### src/rtl/if_fetch_pkg.sv
// rtl/if_fetch_pkg.sv - shared widths, constants and FIFO entry type for the fetch stage
package if_fetch_pkg;

  localparam int ADDR_WIDTH = 32;
  localparam int DATA_WIDTH = 32;

  // addi x0,x0,0
  localparam logic [DATA_WIDTH-1:0] NOP              = 32'h0000_0013;
  localparam logic [ADDR_WIDTH-1:0] ZERO             = '0;
  localparam logic [ADDR_WIDTH-1:0] DEFAULT_RESET_PC = 32'h0000_0000;
  localparam logic [ADDR_WIDTH-1:0] INST_STEP        = 32'd4;

  typedef struct packed {
    logic [ADDR_WIDTH-1:0] addr;
    logic [DATA_WIDTH-1:0] inst;
  } fetch_entry_t;

endpackage

### src/rtl/if_fetch_if.sv
// rtl/if_fetch_if.sv - instruction bus request/grant/response bundle
interface if_fetch_if;
  import if_fetch_pkg::*;

  logic                  req;
  logic [ADDR_WIDTH-1:0] addr;
  logic                  gnt;
  logic                  rvalid;
  logic [DATA_WIDTH-1:0] rdata;

  modport master (output req, output addr, input gnt, input rvalid, input rdata);
  modport slave  (input req, input addr, output gnt, output rvalid, output rdata);

endinterface

### src/rtl/if_fifo.sv
// rtl/if_fifo.sv - synchronous {addr,inst} FIFO with push/pop/clear and occupancy
module if_fifo
  import if_fetch_pkg::*;
#(
  parameter  int DEPTH = 2,
  localparam int AW    = $clog2(DEPTH),
  localparam int CW    = $clog2(DEPTH) + 1
) (
  input  logic          clk_in,
  input  logic          reset_in,
  input  logic          push_i,
  input  logic          pop_i,
  input  logic          clear_i,
  input  fetch_entry_t  wdata_i,
  output fetch_entry_t  rdata_o,
  output logic [CW-1:0] count_o,
  output logic          empty_o,
  output logic          full_o
);

  fetch_entry_t  mem_q [DEPTH];
  logic [AW-1:0] wptr_q, wptr_d;
  logic [AW-1:0] rptr_q, rptr_d;
  logic [CW-1:0] count_q, count_d;

  // Pointer and occupancy next state; clear discards everything, including a same-cycle push
  always_comb begin
    wptr_d  = wptr_q;
    rptr_d  = rptr_q;
    count_d = count_q;
    if (clear_i) begin
      wptr_d  = '0;
      rptr_d  = '0;
      count_d = '0;
    end else begin
      if (push_i) wptr_d = wptr_q + AW'(1);
      if (pop_i)  rptr_d = rptr_q + AW'(1);
      count_d = count_q + CW'(push_i) - CW'(pop_i);
    end
  end

  // Pointer and occupancy registers
  always_ff @(posedge clk_in or posedge reset_in) begin
    if (reset_in) begin
      wptr_q  <= '0;
      rptr_q  <= '0;
      count_q <= '0;
    end else begin
      wptr_q  <= wptr_d;
      rptr_q  <= rptr_d;
      count_q <= count_d;
    end
  end

  // Storage needs no reset: occupancy alone decides which entries are live
  always_ff @(posedge clk_in) begin
    if (push_i && !clear_i) mem_q[wptr_q] <= wdata_i;
  end

  assign rdata_o = mem_q[rptr_q];
  assign count_o = count_q;
  assign empty_o = (count_q == '0);
  assign full_o  = (count_q == CW'(DEPTH));

endmodule

### src/rtl/if_fetch.sv
// rtl/if_fetch.sv - instruction fetch stage: PC, bus credit, redirect drop, if_id register
module if_fetch
  import if_fetch_pkg::*;
#(
  parameter logic [ADDR_WIDTH-1:0] RESET_PC   = DEFAULT_RESET_PC,
  parameter int                    FIFO_DEPTH = 2,
  parameter logic [DATA_WIDTH-1:0] NOP_INST   = NOP
) (
  input  logic                  clk_in,
  input  logic                  reset_in,
  if_fetch_if.master            ibus,
  input  logic                  stall_in,
  input  logic                  jump_flag_in,
  input  logic [ADDR_WIDTH-1:0] jump_addr_in,
  output logic [DATA_WIDTH-1:0] inst_out,
  output logic [ADDR_WIDTH-1:0] inst_addr_out,
  output logic                  inst_valid_out
);

  localparam int             CW         = $clog2(FIFO_DEPTH) + 1;
  localparam logic [CW:0]    CREDIT_MAX = (CW+1)'(FIFO_DEPTH);

  logic [ADDR_WIDTH-1:0] pc_q, pc_d;
  logic [ADDR_WIDTH-1:0] tail_q, tail_d;      // address of the next response that will be kept
  logic [CW-1:0]         inflight_q, inflight_d;
  logic [CW-1:0]         drop_q, drop_d;
  logic [DATA_WIDTH-1:0] inst_q, inst_d;
  logic [ADDR_WIDTH-1:0] inst_addr_q, inst_addr_d;
  logic                  inst_valid_q, inst_valid_d;

  logic [CW-1:0] fifo_count;
  logic [CW:0]   credit_used;
  logic          fifo_empty, fifo_full;
  logic          fire, rsp_ok, push, pop;
  fetch_entry_t  push_entry, head_entry;

  // Requests are capped so every outstanding response is guaranteed a FIFO slot
  assign credit_used = {1'b0, inflight_q} + {1'b0, fifo_count};
  assign ibus.req    = !reset_in && !jump_flag_in && (credit_used < CREDIT_MAX);
  assign ibus.addr   = pc_q;

  assign fire   = ibus.req && ibus.gnt;
  assign rsp_ok = ibus.rvalid && (inflight_q != '0);
  assign pop    = !jump_flag_in && !stall_in && !fifo_empty;
  assign push   = rsp_ok && (drop_q == '0) && !jump_flag_in && (!fifo_full || pop);

  assign push_entry = '{addr: tail_q, inst: ibus.rdata};

  if_fifo #(.DEPTH(FIFO_DEPTH)) u_fifo (
    .clk_in   (clk_in),
    .reset_in (reset_in),
    .push_i   (push),
    .pop_i    (pop),
    .clear_i  (jump_flag_in),
    .wdata_i  (push_entry),
    .rdata_o  (head_entry),
    .count_o  (fifo_count),
    .empty_o  (fifo_empty),
    .full_o   (fifo_full)
  );

  // Next state: PC/credit/drop bookkeeping, then output register in flush > stall > pop > idle order
  always_comb begin
    pc_d         = pc_q;
    tail_d       = tail_q;
    inflight_d   = inflight_q + CW'(fire) - CW'(rsp_ok);
    drop_d       = drop_q;
    inst_d       = inst_q;
    inst_addr_d  = inst_addr_q;
    inst_valid_d = inst_valid_q;

    if (fire) pc_d = pc_q + INST_STEP;
    if (push) tail_d = tail_q + INST_STEP;
    if (rsp_ok && (drop_q != '0)) drop_d = drop_q - CW'(1);

    if (jump_flag_in) begin
      // Everything still outstanding after this cycle belongs to the old path
      pc_d         = jump_addr_in;
      tail_d       = jump_addr_in;
      drop_d       = inflight_d;
      inst_d       = NOP_INST;
      inst_valid_d = 1'b0;
    end else if (stall_in) begin
      inst_d       = inst_q;
    end else if (!fifo_empty) begin
      inst_d       = head_entry.inst;
      inst_addr_d  = head_entry.addr;
      inst_valid_d = 1'b1;
    end else begin
      inst_d       = NOP_INST;
      inst_valid_d = 1'b0;
    end
  end

  // State registers
  always_ff @(posedge clk_in or posedge reset_in) begin
    if (reset_in) begin
      pc_q         <= RESET_PC;
      tail_q       <= RESET_PC;
      inflight_q   <= '0;
      drop_q       <= '0;
      inst_q       <= NOP_INST;
      inst_addr_q  <= ZERO;
      inst_valid_q <= 1'b0;
    end else begin
      pc_q         <= pc_d;
      tail_q       <= tail_d;
      inflight_q   <= inflight_d;
      drop_q       <= drop_d;
      inst_q       <= inst_d;
      inst_addr_q  <= inst_addr_d;
      inst_valid_q <= inst_valid_d;
    end
  end

  assign inst_out       = inst_q;
  assign inst_addr_out  = inst_addr_q;
  assign inst_valid_out = inst_valid_q;

endmodule

### src/flat_wrapper.sv
// flat-port wrapper written by rule: the top's interface ports become plain ports
module if_fetch_flat import if_fetch_pkg::*;
#(
  parameter logic [ADDR_WIDTH-1:0] RESET_PC   = DEFAULT_RESET_PC,
  parameter int                    FIFO_DEPTH = 2,
  parameter logic [DATA_WIDTH-1:0] NOP_INST   = NOP
)
  (clk_in, reset_in, stall_in, jump_flag_in, jump_addr_in, inst_out, inst_addr_out, inst_valid_out, ibus_req, ibus_addr, ibus_gnt, ibus_rvalid, ibus_rdata);
  if_fetch_if ibus_i ();
  input  logic clk_in;
  input  logic reset_in;
  input  logic stall_in;
  input  logic jump_flag_in;
  input  logic [ADDR_WIDTH-1:0] jump_addr_in;
  output logic [DATA_WIDTH-1:0] inst_out;
  output logic [ADDR_WIDTH-1:0] inst_addr_out;
  output logic inst_valid_out;
  output wire logic [$bits(ibus_i.req)-1:0] ibus_req;
  output wire logic [$bits(ibus_i.addr)-1:0] ibus_addr;
  input wire logic [$bits(ibus_i.gnt)-1:0] ibus_gnt;
  input wire logic [$bits(ibus_i.rvalid)-1:0] ibus_rvalid;
  input wire logic [$bits(ibus_i.rdata)-1:0] ibus_rdata;
  assign ibus_req = ibus_i.req;
  assign ibus_addr = ibus_i.addr;
  assign ibus_i.gnt = ibus_gnt;
  assign ibus_i.rvalid = ibus_rvalid;
  assign ibus_i.rdata = ibus_rdata;
  if_fetch #(.RESET_PC(RESET_PC), .FIFO_DEPTH(FIFO_DEPTH), .NOP_INST(NOP_INST)) u_core (.clk_in(clk_in), .reset_in(reset_in), .ibus(ibus_i), .stall_in(stall_in), .jump_flag_in(jump_flag_in), .jump_addr_in(jump_addr_in), .inst_out(inst_out), .inst_addr_out(inst_addr_out), .inst_valid_out(inst_valid_out));
endmodule
### config.mk
export PLATFORM = sky130hd
export DESIGN_NAME = if_fetch_flat
export DESIGN_NICKNAME = d
export VERILOG_FILES = /design/src/rtl/if_fetch_pkg.sv /design/src/rtl/if_fetch_if.sv /design/src/rtl/if_fifo.sv /design/src/rtl/if_fetch.sv /design/src/flat_wrapper.sv
export SDC_FILE = /design/constraint.sdc
export NUM_CORES = 1
export LEC_CHECK = 0
export ABC_AREA = 1
export CAP_MARGIN = 15
export CORE_ASPECT_RATIO = 1.25
export CORE_MARGIN = 4
export CORE_UTILIZATION = 36
export CTS_CLUSTER_SIZE = 8
export DETAILED_ROUTE_END_ITERATION = 12
export SLEW_MARGIN = 20
export SYNTH_ARGS = -nofsm -noshare
export SYNTH_HDL_FRONTEND = slang
export SYNTH_SLANG_ARGS = --single-unit
### constraint.sdc
create_clock -name clk_in -period 6 [get_ports clk_in]
set_input_delay 1.2 -clock clk_in [delete_from_list [all_inputs] [get_ports clk_in]]
set_output_delay 1.2 -clock clk_in [all_outputs]
set_load 0.01 [all_outputs]
### Word level (Yosys, flattened, before mapping)

Memories as Yosys holds them, arrays and structs flattened.
Index checks and enable logic that the tools add are counted.

| storage, ports and cells | value |
|---|---|
| flip-flop bits (word level) | 137 |
| RAM bits | 128 |
| input port bits | 70 |
| output and inout bits | 98 |
| memories | 1 |

| cells by class | value |
|---|---|
| add/sub/neg operators | 10 |
| $lt $le $gt $ge | 1 |
| equal/unequal tests | 2 |
| multiplexer cells | 19 |
| bitwise gates (word level) | 3 |
| reduce and logical (&&, ||, !) cells | 26 |

Memories:

| name | words | bits a word | read ports | clocked after Yosys merged registers in | wr ports | line | text |
|---|---|---|---|---|---|---|---|
| u_core.u_fifo.mem_q | 2 | 64 | 1 | 0 | 1 | if_fifo.sv:21 | `fetch_entry_t mem_q [DEPTH];` |

Operators with widths:

| kind | count |
|---|---|
| $mux 32 | 7 |
| $add 32x3->32 const B | 2 |
| $reduce_bool 2->1 | 6 |
| $logic_and 1x1->1 | 11 |
| $mux 1 | 9 |
| $mux 2 | 3 |
| $logic_not 1->1 | 5 |
| $add 2x1->2 | 2 |
| $logic_not 2->1 | 2 |
| $sub 2x1->2 | 2 |
| $add 2x2->3 | 1 |
| $lt 3x2->1 const B | 1 |
| $not 1->1 | 3 |
| $reduce_and 3->1 | 1 |
| $add 1x1->1 const B | 2 |
| $eq 2x2->1 const B | 1 |
| $ne 2x1->1 const B | 1 |
| $sub 2x1->2 const B | 1 |
| $logic_or 1x1->1 | 1 |

### Logic depth before layout (Yosys ltp)

| logic depth | value |
|---|---|
| depth in word-level cells | 8 |
| depth in mapped cells | 11 |
| mapped depth without buffers | 11 |

### Modules after synthesis

Synthesis repeated with hierarchy kept, for this count alone.

| second synthesis, totals | value |
|---|---|
| cells, all modules | 1113 |
| area, all modules | 12005.3 µm² |

By module, submodules not included:

| module | times used | cells an instance | area an instance (µm²) | seq. area each (µm²) |
|---|---|---|---|---|
| if_fetch | 1 | 884 | 7009.2 | 3331.9 |
| if_fifo | 1 | 229 | 4996.0 | 3943.8 |

### Least setup slack after synthesis

No wires, ideal clock.

| timing | value |
|---|---|
| kind | input port to flip-flop |
| start point | in stall_in |
| end point | mem u_core.u_fifo.mem_q[1][0] in the netlist's numbering (enable) |
| library setup time | 486 ps |
| arrival time | 4458 ps |
| slack | 1055 ps |
| cell stages on the path | 6 |
| path through | inv_1 > nand3_4 > nand2_2 > nand3_4 > buf_4 > nor2_1 |

| between the ends | value |
|---|---|
| word-level cells in the longest chain between the ends | 8 |

Ends and longest elaborated chain:

| what | line | text |
|---|---|---|
| start: declaration | flat_wrapper.sv:12 | `input logic stall_in;` |
| $logic_not 1->1 | if_fetch.sv:44 | `assign pop = !jump_flag_in && !stall_in && !fifo_empty;` |
| $logic_and 1x1->1 (2 in a row) | if_fetch.sv:44 |  |
| $logic_or 1x1->1 | if_fetch.sv:45 | `assign push = rsp_ok && (drop_q == '0) && !jump_flag_in && (!fifo_full \|\| pop);` |
| $logic_and 1x1->1 | if_fetch.sv:45 |  |
| $logic_and 1x1->1 | if_fifo.sv:57 | `if (push_i && !clear_i) mem_q[wptr_q] <= wdata_i;` |
| $mux 1 | if_fifo.sv:57 |  |
| $mux 1 (not written as such) | if_fifo.sv:57 |  |
| end: declaration | if_fifo.sv:21 |  |

No other way between the ends.

### Worst setup path after layout

| timing | value |
|---|---|
| start point | in jump_flag_in |
| end point | out ibus_req |

| between the ends | value |
|---|---|
| word-level cells in the longest chain between the ends | 3 |

Ends and longest elaborated chain:

| what | line | text |
|---|---|---|
| start: declaration | flat_wrapper.sv:13 | `input logic jump_flag_in;` |
| $logic_not 1->1 | if_fetch.sv:39 | `assign ibus.req = !reset_in && !jump_flag_in && (credit_used < CREDIT_MAX);` |
| $logic_and 1x1->1 (2 in a row) | if_fetch.sv:39 |  |
| end: declaration | flat_wrapper.sv:18 | `output wire logic [$bits(ibus_i.req)-1:0] ibus_req;` |

No other way between the ends.

==> impl_results.md <==
* Met1 wire length at 13300 um
* Status: finished, final reports clean
* DP Area at 0.0139 mm^2
* Clock sink total at 265
* Syn Inst Count at 1215
* Filler Cells Inserted at 3076
* DR pass1 iterations at 5
* Total grt overflow at 0
* Setup bufs post-CTS at 0
* Placer Congestion at 0.884
* Antenna violations before repair at 0
* DR iter-0 viols at 519
* Synth cell types at 38
* Crit Path Max Fanout at 40
* FF-to-FF setup slack at 3030 ps
* Num CTS Buffers at 39
* Row Count at 74
* Vias in the first global route at 8784
* Pwr Total at 5.53 mW
* Most frequent cells in the layout: nand2_1, clkdlybuf4s50_1, dfrtp_1, edfxtp_1, nor2_1
* Synth top area cells: edfxtp_1, dfrtp_1, nand2_1, nor2_1, nand3_1
* Met2 WL post-DR at 14500 um
* Final wirelength at 30100 um
* Final net count at 1469
* Layout cells sized above 1 at 7.21%
* Overall global routing resource usage at 16.6%
* RSZ-0062 raised after global routing: no
* Antenna cells at 0
* Max VDD drop at 0.199 mV
* Pwr dens at 369 mW/mm^2
* Commonest non-fill, non-tap cell in the layout: nand2_1
* Hold Crit Class: flip-flop to flip-flop
* Root Buffer: clkbuf_16
* Top Metal Used: met4
* Worst-path clk slew at 50 ps
* Initial Utilization at 36.3%
* DR vias at 8815
* Worst slew margin at 32.2%
* Req. time, crit path at 4800 ps
* Final hold vios at 0
* Minimum clock period at 3970 ps
* DIE WIDTH at 170 um
* Worst EP arrival at 2770 ps
* #FFs+latches synth at 265
* Mapped Avg Cell Area at 9.75 um^2
* DIE AREA at 0.0359 mm^2
* Max cap viols at 0
* PostCTS Resize Cnt at 0
* Slew Limit Fails at 0
* Placed insts at 1768
* TritonCTS clock tree: done
* Area grow syn2layout at 26.4%
* Final period util at 66.2%
* Number of I/O pins at 168
* Worst Skew at 9.35 ps
* Endpoints failing setup at 0
* Largest net degree at the start of global routing at 67
* Sequential share of the synthesized area at 61.4%
* Synth area leader: edfxtp_1
* Post-route cell area at 0.0150 mm^2
* Antenna-violating nets left at 0
* Residual DRC at 0
* WL per Instance at 16.5 um
* Critical Path End Type: output pin
* Hpwl dp at 20400 um
* Clock Latency Late Sink at 500 ps
* First-pass GRT wire length at 47500 um
* Metal3 WL at 1670 um
* Final core area utilization at 45.9%
* Hold_buf cts at 0
* Crit path launch type: input port
* H-tree depth at 2
* Placeable Area at 0.0326 mm^2
* Syn_nets at 1293
* Number of vias per cell at 4.81
* Setup tns final at 0 ps
* P_leak at 6.07 nW
* Die Y at 211 um
* Synth Warn # at 0
* Achievable Freq at 0.252 GHz
* Type of the worst setup path: input port to output pin
* Worst Max-Slew Pin Slew at 1020 ps
* Clk buf depth at 3
* Post-route insts no fill at 1832
* Port bufs at 167
* Post-synthesis cell area at 0.0118 mm^2
* Synth top area share at 32.4%
-- path summary, 6_finish.rpt --
check                                                         from                                   end  cells past startpoint
worst max-delay path                                  jump_flag_in                              ibus_req                      6
worst min-delay path                  u_core.tail_q[1]$_DFFE_PP0P_  u_core.u_fifo.mem_q[1][33]$_DFFE_PP_                      0
worst max register to register  u_core.u_fifo.count_o[1]$_DFF_PP0_  u_core.u_fifo.mem_q[1][59]$_DFFE_PP_                      7
worst min register to register        u_core.tail_q[1]$_DFFE_PP0P_  u_core.u_fifo.mem_q[1][33]$_DFFE_PP_                      0
max in group asynchronous                                 reset_in         u_core.tail_q[31]$_DFFE_PP0P_                      3
min in group asynchronous                                 reset_in        u_core.inflight_q[0]$_DFF_PP0_                      2
-- cells by family after synthesis --
| kind of cell | share of synthesized area (%) |
|---|---|
| AND/OR/NAND/NOR | 23.7 |
| flip-flops | 61.4 |
| buffers and inverters | 4.89 |
| AO/OA/AOI/OAI | 5.27 |
| multiplexers | 2.45 |
| XOR/XNOR | 1.40 |
| adder cells (fa/ha/maj) | 0.908 |
-- layout make-up --
class,instances,area [um^2],area share (%)
Clock buffer,62,1060,7.09
Clock inverter,2,16.3,0.109
Inverter,93,357,2.38
Multi-Input combinational cell,817,4010,26.8
Sequential cell,265,7280,48.6
Tap cell,418,523,3.49
Timing Repair Buffer,175,1730,11.6
-- synth_stat cells, drive strengths merged --
cell,number
nand2,400
nor2,136
dfrtp,134
edfxtp,128
inv,92
nand3,85
o21ai,57
a31oi,32
mux2i,29
buf,28
clkbuf,12
xor2,12
a21oi,11
nand3b,11
nand4,9
ha,7
xnor2,7
nor3,5
o211ai,5
o21bai,5
dfstp,3
or2,3
and2,1
clkinv,1
fa,1
o221ai,1
-- power by group --
part,switching (mW),leakage [nW],internal (mW)
combinational,0.616,2.70,0.543
sequential,0.224,2.86,2.20
clock,0.746,0.512,1.20
total,1.59,6.07,3.94
-- routing by layer --
layer	GRT usage [%]	up-vias
li1	-	4363
met1	22.5	4132
met2	27.3	266
met3	3.09	54
met4	5.04	0
met5	0	-
-- worst max-delay path: stages --
cell	delay, ps
clkdlybuf4s50_1	490
buf_4	390
nor2_2	110
nand2_1	80
inv_1	40
clkdlybuf4s50_1	460
-- sequential cells by signal, indices dropped and copies added (netlist names) --
signal                 count
u_core.u_fifo.mem_q      128
u_core.ibus.addr          32
u_core.inst_addr_out      32
u_core.inst_out           32
u_core.tail_q             32
u_core.drop_q              2
u_core.inflight_q          2
u_core.u_fifo.count_o      2
u_core.inst_valid_out      1
u_core.u_fifo.rptr_q       1
u_core.u_fifo.wptr_q       1
-- per-stage QoR --
step	worst slack [ps]	hold WS, ps
2_1_floorplan	1060	442
3_3_place_gp	1870	460
3_5_place_dp	1810	465
4_1_cts	2000	470
5_1_grt	1920	492
6_report	2030	471
Power figures use the tool's default switching activity.
